<file path="config.mk">
export PLATFORM = sky130hd
export DESIGN_NAME = rng_block_fetch
export DESIGN_NICKNAME = d
export VERILOG_FILES = /design/src/rtl/rng_fetch_pkg.sv /design/src/rtl/rng_block_check.sv /design/src/rtl/rng_block_fetch.sv
export SDC_FILE = /design/constraint.sdc
export NUM_CORES = 1
export LEC_CHECK = 0
export CORE_UTILIZATION = 40
export DETAILED_ROUTE_END_ITERATION = 8
export DONT_BUFFER_PORTS = 1
export GPL_ROUTABILITY_DRIVEN = 1
export SLEW_MARGIN = 20
export SYNTH_ARGS = -nofsm -noshare
export SYNTH_HDL_FRONTEND = slang
export SYNTH_SLANG_ARGS = --single-unit
</file>
<file path="constraint.sdc">
create_clock -name clk -period 7 [get_ports clk]
set_input_delay 1.75 -clock clk [delete_from_list [all_inputs] [get_ports clk]]
set_output_delay 1.75 -clock clk [all_outputs]
set_load 0.05 [all_outputs]
</file>
<file path="src/rtl/rng_fetch_pkg.sv">
// Shared constants for the RNG block fetcher: FSM state codes, generator
// interface widths and the block-to-word count helper.
package rng_fetch_pkg;

    localparam int RNG_MAXBITS_W = 12;

    typedef logic [2:0] state_t;

    localparam state_t ST_IDLE  = 3'd0;
    localparam state_t ST_REQ   = 3'd1;
    localparam state_t ST_WAIT  = 3'd2;
    localparam state_t ST_CHECK = 3'd3;
    localparam state_t ST_DRAIN = 3'd4;
    localparam state_t ST_FAIL  = 3'd5;

    function automatic int word_count(input int nbits, input int wbits);
        return nbits / wbits;
    endfunction

endpackage

</file>
<file path="src/rtl/rng_block_check.sv">
// Block sanity checker: flags all-zeros, all-ones, or a repeat of the last
// accepted block. The verdict is registered so the wide compares get a full cycle.
module rng_block_check
    import rng_fetch_pkg::*;
#(
    parameter int NBITS = 256
) (
    input  logic             clk,
    input  logic             rst_n,
    input  logic [NBITS-1:0] blk,
    input  logic [NBITS-1:0] prev,
    input  logic             prev_valid,
    output logic             reject
);

    logic reject_reg;
    logic reject_next;

    always_comb begin
        reject_next = (blk == '0) || (blk == '1) || (prev_valid && (blk == prev));
    end

    always_ff @(posedge clk) begin
        if (!rst_n) begin
            reject_reg <= 1'b0;
        end else begin
            reject_reg <= reject_next;
        end
    end

    assign reject = reject_reg;

endmodule

</file>
<file path="src/rtl/rng_block_fetch.sv">
// Requester side of the RNG enable_p/done_p handshake: fetches NBITS blocks,
// sanity-checks them with retry/timeout, and streams them out LSB word first.
module rng_block_fetch
    import rng_fetch_pkg::*;
#(
    parameter int NBITS    = 256,
    parameter int WBITS    = 32,
    parameter int TIMEOUT  = 4096,
    parameter int MAXRETRY = 3
) (
    input  logic                     clk,
    input  logic                     rst_n,
    input  logic                     req_en,
    input  logic                     clr_fail,
    output logic                     rng_enable_p,
    output logic [RNG_MAXBITS_W-1:0] rng_maxbits,
    input  logic                     rng_done_p,
    input  logic [NBITS-1:0]         rng_y,
    output logic                     out_valid,
    input  logic                     out_ready,
    output logic [WBITS-1:0]         out_data,
    output logic                     out_last,
    output logic                     busy,
    output logic                     fail
);

    localparam int NWORDS = word_count(NBITS, WBITS);
    localparam int IDX_W  = (NWORDS > 1) ? $clog2(NWORDS) : 1;
    localparam int TMR_W  = (TIMEOUT > 1) ? $clog2(TIMEOUT) : 1;

    localparam logic [IDX_W-1:0] LAST_IDX  = IDX_W'(NWORDS - 1);
    localparam logic [TMR_W-1:0] TMR_LAST  = TMR_W'(TIMEOUT - 1);
    localparam logic [2:0]       RETRY_MAX = 3'(MAXRETRY);

    state_t           state_reg, state_next;
    logic [TMR_W-1:0] timer_reg, timer_next;
    logic [2:0]       retry_reg, retry_next;
    logic [2:0]       retry_inc;
    logic [IDX_W-1:0] idx_reg, idx_next;
    logic [NBITS-1:0] blk_reg, blk_next;
    logic [NBITS-1:0] prev_reg, prev_next;
    logic             prev_valid_reg, prev_valid_next;
    logic             fail_attempt;
    logic             reject;
    logic [WBITS-1:0] words [NWORDS];

    // The checker sees the word as it is captured, so its registered verdict
    // is ready exactly in the CHECK cycle; prev cannot change during WAIT.
    rng_block_check #(
        .NBITS(NBITS)
    ) u_check (
        .clk       (clk),
        .rst_n     (rst_n),
        .blk       (rng_y),
        .prev      (prev_reg),
        .prev_valid(prev_valid_reg),
        .reject    (reject)
    );

    for (genvar gi = 0; gi < NWORDS; gi++) begin : g_words
        assign words[gi] = blk_reg[gi*WBITS +: WBITS];
    end

    always_comb begin
        state_next      = state_reg;
        timer_next      = timer_reg;
        retry_next      = retry_reg;
        idx_next        = idx_reg;
        blk_next        = blk_reg;
        prev_next       = prev_reg;
        prev_valid_next = prev_valid_reg;
        retry_inc       = retry_reg + 3'd1;
        fail_attempt    = 1'b0;

        case (state_reg)
            ST_IDLE: begin
                if (req_en) begin
                    state_next = ST_REQ;
                end
            end
            ST_REQ: begin
                timer_next = '0;
                state_next = ST_WAIT;
            end
            ST_WAIT: begin
                timer_next = timer_reg + 1'b1;
                // A done pulse on the final timer cycle still counts.
                if (rng_done_p) begin
                    blk_next   = rng_y;
                    state_next = ST_CHECK;
                end else if (timer_reg == TMR_LAST) begin
                    fail_attempt = 1'b1;
                end
            end
            ST_CHECK: begin
                if (reject) begin
                    fail_attempt = 1'b1;
                end else begin
                    prev_next       = blk_reg;
                    prev_valid_next = 1'b1;
                    retry_next      = '0;
                    idx_next        = '0;
                    state_next      = ST_DRAIN;
                end
            end
            ST_DRAIN: begin
                if (out_ready) begin
                    if (idx_reg == LAST_IDX) begin
                        state_next = req_en ? ST_REQ : ST_IDLE;
                    end else begin
                        idx_next = idx_reg + 1'b1;
                    end
                end
            end
            ST_FAIL: begin
                if (clr_fail) begin
                    state_next      = ST_IDLE;
                    retry_next      = '0;
                    prev_valid_next = 1'b0;
                end
            end
            default: begin
                state_next = ST_IDLE;
            end
        endcase

        if (fail_attempt) begin
            retry_next = retry_inc;
            state_next = (retry_inc == RETRY_MAX) ? ST_FAIL : ST_REQ;
        end
    end

    always_ff @(posedge clk) begin
        if (!rst_n) begin
            state_reg      <= ST_IDLE;
            timer_reg      <= '0;
            retry_reg      <= '0;
            idx_reg        <= '0;
            blk_reg        <= '0;
            prev_reg       <= '0;
            prev_valid_reg <= 1'b0;
        end else begin
            state_reg      <= state_next;
            timer_reg      <= timer_next;
            retry_reg      <= retry_next;
            idx_reg        <= idx_next;
            blk_reg        <= blk_next;
            prev_reg       <= prev_next;
            prev_valid_reg <= prev_valid_next;
        end
    end

    assign rng_enable_p = (state_reg == ST_REQ);
    assign rng_maxbits  = RNG_MAXBITS_W'(NBITS);
    assign out_valid    = (state_reg == ST_DRAIN);
    assign out_data     = words[idx_reg];
    assign out_last     = out_valid && (idx_reg == LAST_IDX);
    assign busy         = (state_reg != ST_IDLE) && (state_reg != ST_FAIL);
    assign fail         = (state_reg == ST_FAIL);

endmodule

</file>
==> impl_metrics.ini <==
[run_status]
outcome = finished, final reports clean

[power_and_ir_drop]
vdd_drop_max_uv = 180.7
p_leak_nw = 8.219
p_per_area_nw_per_um2 = 248.9

[global_routing]
grt_max_degree = 188
grt_pass1_vias = 21682
overflow = 0
grt_antenna_before_repair = 10
grt_pass1_wl_um = 171400
track_usage_pct = 38.63

[detailed_routing]
num_vias = 24037
postRouteWirelength_um = 126200
vias_per_cell = 6.146
drc_errors = 0
drt_iter0_markers = 3404
dr.pass1.iters = 7
wl_per_cell_um = 32.27
ant_nets = 0

[logic_synthesis]
ys_seq_elements = 535
synth-edff-count = 0
ys_top_cells_by_count = nand2_1, dfxtp_1, a21oi_1, clkbuf_1, xnor2_1
async_reset_ff_share_pct = 0
syn-cell-area_um2 = 24920
ys_types = 60
yosys-top-cells-area = dfxtp_1, nand2_1, a21oi_1, mux4_2, xnor2_1
yosys.area.top_type = dfxtp_1
yosysMostFrequentCell = nand2_1
synth_seq_area_share_pct = 42.97
synthCells = 3148
synth_top_area_share_pct = 42.97
avgSynthCellArea_um2 = 7.917
ys_warn_count = 0
ys.flop_type = dfxtp_1

[sta]
finalClockSkew_ns = 0.02844
fin_tns_setup_ns = 0
tightest_slew_ns = 1.173
slew_headroom_pct = 21.09
fmax_ghz = 0.2069
finalCritPeriodShare_pct = 69.04
min_period_ns = 4.833
drv_slew = 0
finalHoldViolations = 0
finalSetupViolCount = 0
hold_slack_ns = 0.4558
grt_setup_unrepaired = false

[clock_tree]
clock_latency_ns = 0.64
holdBufCountCts = 0
cts-root-buf = clkbuf_16
clock_path_buffers = 3
post_cts_buffers = 0
path_clk_slew_ns = 0.06
cts_sinks = 535
cts_tree = done
cts_max_level = 2
cts_resized = 0
cts_made_buffers = 59

[hold_path]
hold_start = prev_reg[67]$_SDFFE_PN0P_
hold_end = prev_reg[67]$_SDFFE_PN0P_
hold_depth = 2
worst_hold_path_type = reg2reg

[critical_path]
rr_startpoint = state_reg[1]$_SDFFE_PN0P_
cp_cell_sequence = buf_16 -> buf_4 -> mux4_2 -> mux2_2
crit_required_ns = 5.25
critPathSlowestCell = mux4_2
crit_path_end_kind = output port
timing.rr.end = blk_reg[87]$_SDFFE_PN0P_
rrSetupSlack_ns = 3.69
max_stage_delay_ns = 0.59
r2r_cells = 6
path_class = reg2out
start_kind = flip-flop
worstPathArrival_ns = 3.08
path_max_fanout = 29

[place]
detailed_place.area_um2 = 25360
dp_cells = 3802
gp_congestion = 1.056
post-dp-hpwl_um = 94980
port_buffers = 0

[finish]
area.sequential_um2 = 10720
nFillCells = 6104
stdcell_count = 3911
stdcell_area_um2 = 27290
drive_gt1_share_pct = 7.292
area_growth_pct = 9.478
multiInputGateArea_um2 = 13120
final_util_pct = 44.30
nets = 3295

[die]
core_area_um2 = 61600
die_y_um = 251.6
io_pins = 311
start_util_pct = 40.46
rows = 91
die_width_um = 251.6
die-area_um2 = 63310

[flow_run]
maxCapViolCount = 0
-- cell usage in the layout (no fill, tap or decap), drive strengths merged, types with 18 or more instances in the layout --
master   netlist  routed
nand2       1043    1043
dfxtp        535     535
a21oi        526     526
xnor2        131     131
nand4        124     124
nor4         108     108
inv           81      85
clkbuf       158      78
mux4          64      64
nand2b        60      60
nor2b         54      54
mux2          36      36
o22ai         23      23
nor2          20      20
o2111ai       18      18
-- how the worst max path moves through the flow --
stage | start | endpoint | slack, ns | cells past startpoint
finish | idx_reg[0]$_SDFFE_PN0P_ | out_data[27] | 2.17 | 4
global route | idx_reg[0]$_SDFFE_PN0P_ | out_data[27] | 2.04 | 4
CTS | idx_reg[0]$_SDFFE_PN0P_ | out_data[27] | 1.87 | 3
detailed placement | idx_reg[0]$_SDFFE_PN0P_ | out_data[27] | 2.54 | 3
global placement | idx_reg[0]$_SDFFE_PN0P_ | out_data[27] | 2.58 | 3
floorplan | idx_reg[0]$_SDFFE_PN0P_ | out_data[22] | 3.22 | 4
-- cell type report --
type | count | share of cell area [%]
antenna | 2 | 0.01834
clock inverter | 27 | 0.9446
tap | 837 | 3.838
timing repair buffer | 15 | 0.7887
inverter | 82 | 1.156
clock buffer | 78 | 5.892
sequential | 535 | 39.28
multi-input combinational | 2335 | 48.08
-- stage by stage --
step | setup WS (ns) | power [W]
after global routing | 2.037 | 0.006951
final | 2.167 | 0.006791
after CTS | 1.872 | 0.006780
after global placement | 2.575 | 0.003730
after detailed placement | 2.544 | 0.003735
after floorplan | 3.219 | 0.003554
-- power by group --
group	internal [W]	switching, W	leakage (nW)	total [W]
sequential	0.00310	0.0000648	4.32	0.00316
combinational	0.000141	0.000377	2.98	0.000518
clock	0.00176	0.00135	0.916	0.00311
total	0.00500	0.00179	8.22	0.00679
-- critical path: cells and delay by family, from the launching register on --
kind	cells	cell delay, ns
multiplexers	2	1.01
buffers and inverters	2	0.80
flip-flops	1	0.58
-- metal layers --
metal | track usage, % | vias up | routed length (um)
li1 | - | 10527 | -
met1 | 49.02 | 11750 | 48120
met2 | 58.22 | 1447 | 54810
met3 | 11.03 | 301 | 14570
met4 | 22.91 | 12 | 8632
met5 | 0 | - | 77
-- cells by family after synthesis --
kind of cell,count (synthesis),synth area share (%)
DFF,535,42.97
and+or+nand+nor,1446,25.62
xor gates and xnor gates,142,4.990
other,2,0.03013
muxes,101,7.450
buffers and inverters,288,4.639
adders and majority gates,5,0.2510
AOI/OAI and AO/OA,629,14.05
(Power assumes the default switching activity.)
